## src/rtl/pll_lock_monitor.sv

```systemverilog
// PLL lock supervisor: holds downstream logic in reset until the PLL lock has been
// stable long enough, re-pulses the PLL reset on timeout and counts lock losses.
module pll_lock_monitor #(
   parameter int LOCK_STABLE_CYCLES  = 4096,
   parameter int LOCK_TIMEOUT_CYCLES = 1000000,
   parameter int PLL_RST_CYCLES      = 16,
   parameter int CNT_W               = 8
) (
   input  logic             clk_i,
   input  logic             rstn_i,
   input  logic             locked_i,
   output logic             pll_rst_o,
   output logic             sys_rstn_o,
   output logic             ready_o,
   output logic             lost_pulse_o,
   output logic [CNT_W-1:0] lost_count_o
);

   localparam int MAX_AB  = (LOCK_STABLE_CYCLES > LOCK_TIMEOUT_CYCLES) ?
                            LOCK_STABLE_CYCLES : LOCK_TIMEOUT_CYCLES;
   localparam int MAX_CYC = (MAX_AB > PLL_RST_CYCLES) ? MAX_AB : PLL_RST_CYCLES;
   localparam int TW      = (MAX_CYC > 1) ? $clog2(MAX_CYC) : 1;

   localparam logic [TW-1:0]    RST_LAST    = TW'(PLL_RST_CYCLES - 1);
   localparam logic [TW-1:0]    TIMEOUT_LAST = TW'(LOCK_TIMEOUT_CYCLES - 1);
   localparam logic [TW-1:0]    STABLE_LAST = TW'(LOCK_STABLE_CYCLES - 1);
   localparam logic [CNT_W-1:0] LOST_MAX    = '1;

   typedef enum logic [1:0] {
      ST_PLL_RST,
      ST_WAIT_LOCK,
      ST_STABLE,
      ST_RUN
   } state_t;

   state_t          state_reg, state_next;
   logic [TW-1:0]   cnt_reg, cnt_next;
   logic            sync1_reg, locked_s;
   logic            lost_pulse_next;

   // locked_i is asynchronous and glitchy; only locked_s is used downstream
   always_ff @(posedge clk_i or negedge rstn_i) begin
      if (!rstn_i) begin
         sync1_reg <= 1'b0;
         locked_s  <= 1'b0;
      end else begin
         sync1_reg <= locked_i;
         locked_s  <= sync1_reg;
      end
   end

   always_comb begin
      state_next      = state_reg;
      cnt_next        = cnt_reg + 1'b1;
      lost_pulse_next = 1'b0;
      case (state_reg)
         ST_PLL_RST: begin
            if (cnt_reg == RST_LAST) begin
               state_next = ST_WAIT_LOCK;
               cnt_next   = '0;
            end
         end
         ST_WAIT_LOCK: begin
            // lock takes priority over a coincident timeout
            if (locked_s) begin
               state_next = ST_STABLE;
               cnt_next   = '0;
            end else if (cnt_reg == TIMEOUT_LAST) begin
               state_next = ST_PLL_RST;
               cnt_next   = '0;
            end
         end
         ST_STABLE: begin
            if (!locked_s) begin
               state_next = ST_WAIT_LOCK;
               cnt_next   = '0;
            end else if (cnt_reg == STABLE_LAST) begin
               state_next = ST_RUN;
               cnt_next   = '0;
            end
         end
         ST_RUN: begin
            cnt_next = '0;
            if (!locked_s) begin
               state_next      = ST_WAIT_LOCK;
               lost_pulse_next = 1'b1;
            end
         end
         default: begin
            state_next = ST_PLL_RST;
            cnt_next   = '0;
         end
      endcase
   end

   // Outputs are decoded from state_next so they change on the same edge as the state
   always_ff @(posedge clk_i or negedge rstn_i) begin
      if (!rstn_i) begin
         state_reg    <= ST_PLL_RST;
         cnt_reg      <= '0;
         pll_rst_o    <= 1'b1;
         sys_rstn_o   <= 1'b0;
         ready_o      <= 1'b0;
         lost_pulse_o <= 1'b0;
         lost_count_o <= '0;
      end else begin
         state_reg    <= state_next;
         cnt_reg      <= cnt_next;
         pll_rst_o    <= (state_next == ST_PLL_RST);
         sys_rstn_o   <= (state_next == ST_RUN);
         ready_o      <= (state_next == ST_RUN);
         lost_pulse_o <= lost_pulse_next;
         if (lost_pulse_next && (lost_count_o != LOST_MAX)) begin
            lost_count_o <= lost_count_o + 1'b1;
         end
      end
   end

endmodule

```

## config.mk

```make
export PLATFORM = sky130hd
export DESIGN_NAME = pll_lock_monitor
export DESIGN_NICKNAME = d
export VERILOG_FILES = /design/src/rtl/pll_lock_monitor.sv
export SDC_FILE = /design/constraint.sdc
export NUM_CORES = 1
export LEC_CHECK = 0
export ABC_AREA = 1
export BUFFER_PORTS_ARGS = -buffer_cell sky130_fd_sc_hd__buf_2
export CAP_MARGIN = 0
export CORE_ASPECT_RATIO = 0.75
export CORE_MARGIN = 8
export CORE_UTILIZATION = 50
export CTS_BUF_LIST = sky130_fd_sc_hd__clkbuf_8
export DETAILED_ROUTE_END_ITERATION = 7
export HOLD_SLACK_MARGIN = 0.02
export PLACE_DENSITY_LB_ADDON = 0.25
export SETUP_SLACK_MARGIN = 0.2
export SYNTH_ARGS = -nofsm -noshare
export SYNTH_HDL_FRONTEND = slang
export SYNTH_SLANG_ARGS = --single-unit
```

## constraint.sdc

```tcl
create_clock -name clk_i -period 2 [get_ports clk_i]
set_clock_uncertainty 0.05 [all_clocks]
set_input_delay 0.1 -clock clk_i [delete_from_list [all_inputs] [get_ports clk_i]]
set_output_delay 0.1 -clock clk_i [all_outputs]
set_load 0.005 [all_outputs]
```

# --- After elaboration in Yosys (flattened, before gate mapping) ---
# Index checks and enable logic that the tools add are counted.
# W data, S select, Z words.
word_totals:
  register_bits: 35
  input_bits: 3
  out_inout_bits: 12
  word_cells: 36
op_classes:
  addsub: 2
  n_eq_ne: 8
  n_mux: 15
  n_reduce_logical: 3
ops:
  columns: ["operator", "count"]
  rows:
  - ["$mux W20", 5]
  - ["$pmux W20 S4", 1]
  - ["$add A20 B1 Y20 const B", 1]
  - ["$eq A20 B12 Y1 const B", 1]
  - ["$eq A20 B20 Y1 const B", 1]
  - ["$eq A20 B4 Y1 const B", 1]
  - ["$mux W2", 6]
  - ["$add A8 B1 Y8 const B", 1]
  - ["$ne A8 B8 Y1 const B", 1]
  - ["$pmux W2 S4", 1]
  - ["$eq A2 B2 Y1 const B", 3]
  - ["$logic_not A2 Y1", 2]
  - ["$eq A2 B1 Y1 const B", 1]
  - ["$mux W1", 2]
  - ["$logic_and A1 B1 Y1", 1]

# --- Longest topological paths before layout ---
logic_depth:
  word_depth: 5
  ltp_mapped: 11
  depth_no_buf: 11

# --- Least setup slack after synthesis ---
# Ideal clock, no wire load.
synth_path:
  path_kind: "register to register"
  from: "register cnt_reg[0]"
  to: "register cnt_reg[0]"
  setup_ns: 0.071
  t_arrival_ns: 1.437
  required_ns: 1.879
  path_slack_ns: 0.441
  stages_incl_launch_ff: 12
  n_path_buf: 1
  synth_period_minus_slack_ns: 1.559
  path_cell_list: "dfrtp_1 ha_1 nand3_1 inv_1 nand2_1 inv_2 nand3_1 nand3_2 nand3_4 nand2_4 buf_8 nor2_1"
synth_via:
  elab_chain_cells: 4
  elab_cells_between_ends: 10
  cone_classes: "add/sub (1); eq/ne (3); mux (6)"
synth_rtl:
  columns: ["element", "line", "rtl"]
  rows:
  - ["from (decl)", "37", "logic [TW-1:0] cnt_reg, cnt_next;"]
  - ["from (signal assigned)", "108", "cnt_reg <= cnt_next;"]
  - ["$add A20 B1 Y20, or another cell as far along", "54", "cnt_next = cnt_reg + 1'b1;"]
  - ["$mux W20 (on tied branches)", "77, 68", null]
  - ["$mux W20 (on tied branches)", "74, 65", null]
  - ["$pmux W20 S4 (*)", "56", "case (state_reg)"]
  - ["via cnt_next[0]", "37", null]
# Mark *: on every way through the listed nets, which the timed path passes. The rest lies on a longest branch.
# A chain may end at the register's enable or synchronous reset.

# --- Final worst setup path ---
layout_path:
  from: "register cnt_reg[0]"
  to: "register cnt_reg[2]"
# The elaborated chain is that of the path after synthesis.

==> metrics.yaml <==
status: "finished, final reports clean"
portBuffers: 14
totalWireLength_mm: 3.563
regArea_um2: 877.1
core_mm2: 0.003566
die_h_um: 68.20
dieArea_mm2: 0.005838
start_util_pct: 50.95
critPathMaxStageDelay_ns: 0.37
final_hold_viol_count: 0
setup.worst_path.end_class: "register"
grt_pass1_vias: 1303
critPathSlowestCell: "dfrtp_1"
drtIter0Drc: 88
cp.buffers_inverters: 0
track_usage_pct: 13.21
gp_congestion: 0.8531
tns_ns: 0
drc: 0
overflow: 0
vias_per_cell: 5.042
ys_ff_latch: 35
startpoint: "cnt_reg[0]"
synthCells: 216
instances_no_fill: 286
period_minus_slack_ns: 1.680
critPathLaunchType: "register"
vias: 1442
hold_path_class: "register to register"
synth-edff-count: 0
ir_worst_vdd_uv: 577.4
min-delay-start: "sync1_reg"
root_buffer: "clkbuf_8"
dpl.cell_count: 271
clockBufferDepth: 2
tightest_slew_ns: 0.7500
area_growth_pct: 15.98
die_x_um: 85.61
syn_nets: 221
nNetsFinal: 248
worstPathMaxFanout: 6
timing.final.crit_share_pct: 83.99
ant_nets: 0
grt_pass1_wl_mm: 6.058
cp_top_family: "simple AND/OR/NAND/NOR gates"
wire_per_inst_um: 12.46
syn_area_mm2: 0.001817
final_max_slew_viol_count: 0
place_hpwl_mm: 2.652
reg2reg_from: "cnt_reg[0]"
ioPinCount: 15
synth.avg_cell_area_um2: 8.411
synth_cell_types: 31
first_pass_iters: 4
largest_reg_flops: 20
grtUsageMet1_pct: 19.12
clk_pin_slew_ns: 0.07
cap_violations: 0
worst_skew_pair.late_latency_ns: 0.28
use_met3_pct: 3.477
clock-sinks: 35
critPathKind: "register to register"
fillCellCount: 320
cts_tree: "built"
setup_viol: 0
cts_buffers: 5
grt_max_degree: 36
relSlewSlack_pct: 50.00
max_freq_mhz: 595.3
synthFlopType: "dfrtp_1"
rsz0062_at_grt: "no"
yosys_warnings: 0
n_antenna_cell: 0
powerDensity_mw_per_mm2: 902.9
multi_input_area_um2: 864.6
required_ns: 2.12
met2_usage_pct: 18.03
antenna_found_initial: 0
synth-seq-area-share_pct: 48.28
grt.busiest_layer: "met1"
cts_max_level: 2
drive_above_1_share_pct: 21.31
cp_cell_sequence: "ha_1, nand2_1, nor3_4, nand3_2, nand2_2, nand3_4, and3_2"
rows: 19
worstPathArrival_ns: 1.80
ys_async_sr_fraction_pct: 100.0
p_leak_nw: 1.041
==> metrics by stage <==
step / total power [mW] / hold WS (ns) / worst slack (ns) / instance area (um^2) / utilization, %
6_report: 1.902 / 0.3036 / 0.3203 / 2107 / 59.09
5_1_grt: 2.035 / 0.3141 / 0.2119 / 2107 / 59.09
4_1_cts: 1.862 / 0.3079 / 0.2268 / 2036 / 57.09
3_5_place_dp: 1.348 / 0.1597 / 0.2343 / 1924 / 53.96
3_3_place_gp: 1.341 / 0.1597 / 0.2348 / 1924 / 53.96
2_1_floorplan: 1.248 / -0.2456 / 0.4413 / 1817 / -
==> cell usage in the layout (no fill, tap or decap) <==
master	netlist	routed
ha_1	2	2
o22ai_1	1	1
o21a_1	1	1
or2_2	2	2
buf_4	1	5
nand2_2	2	3
buf_2	0	14
inv_1	23	23
nand3_4	1	1
nor4_1	1	1
inv_2	2	3
nand4_1	7	7
nand2_8	0	2
dfrtp_1	34	34
nand3_1	20	19
nor2_1	37	35
and3_2	1	1
o21ai_0	7	7
clkbuf_8	0	6
xor2_1	9	9
nand2_1	39	38
xnor2_1	4	4
nor3_2	1	1
dfstp_2	1	1
nor2_2	4	6
o21bai_1	1	1
dlygate4sd3_1	0	2
a31o_2	1	1
clkinv_2	0	1
a31oi_1	1	1
nor3_1	6	6
a21oi_1	1	1
nand3_2	3	4
nor3_4	1	1
==> per-layer routing <==
| layer | wire length [um] | vias up |
|---|---|---|
| li1 | - | 755 |
| met2 | 1433 | 25 |
| met5 | 0 | - |
| met4 | 19 | 0 |
| met1 | 1948 | 660 |
| met3 | 161 | 2 |
==> layout make-up <==
class                           instances  area share [%]
Inverter                               25           4.454
Clock inverter                          2          0.4157
Tap cell                               42           2.494
Timing Repair Buffer                   21           6.057
Multi-Input combinational cell        155           41.03
Sequential cell                        35           41.63
Clock buffer                            6           3.919
==> power by group <==
group | leakage (nW) | total (mW) | switching (mW) | internal, mW
Combinational | 0.518 | 0.505 | 0.303 | 0.201
Clock | 0.0524 | 0.504 | 0.231 | 0.272
Sequential | 0.470 | 0.894 | 0.0839 | 0.810
Total | 1.04 | 1.90 | 0.619 | 1.28
==> cells in the mapped netlist (2+ instances only) <==
library cell  number  area (um^2)
xnor2_1            4        35.03
nand3_1           20        100.1
nand2_2            2        12.51
nor2_2             4        25.02
inv_1             23        86.33
nand4_1            7        43.79
inv_2              2        7.510
nor2_1            37        138.9
nor3_1             6        30.03
o21ai_0            7        35.03
ha_1               2        25.02
dfrtp_1           34        850.8
xor2_1             9        78.83
nand2_1           39        146.4
nand3_2            3        30.03
or2_2              2        12.51
==> cells by family after synthesis <==
kind of cell,share of synthesized area [%]
xor gates and xnor gates,6.267
and+or+nand+nor,33.47
DFF,48.28
AOI/OAI and AO/OA,4.201
buffers and inverters,6.405
adders and majority gates,1.377
==> timing repair <==
item | CTS | global route
setup buffers | 0 | 4
setup endpoints to repair | 0 | 22
endpoints found under the hold margin | 35 | 0
resized for setup | 0 | 7
hold buffers | 2 | 0
==> final timing paths <==
path,cells after the start,slack (ns),to
worst max-delay path,7,0.32,cnt_reg[2]
worst min-delay path,0,0.30,locked_s
worst max register to register,7,0.32,cnt_reg[2]
worst min register to register,0,0.30,locked_s
max in group asynchronous,2,1.05,cnt_reg[16]
min in group asynchronous,2,0.37,cnt_reg[11]
Power figures use the tool's default switching activity.
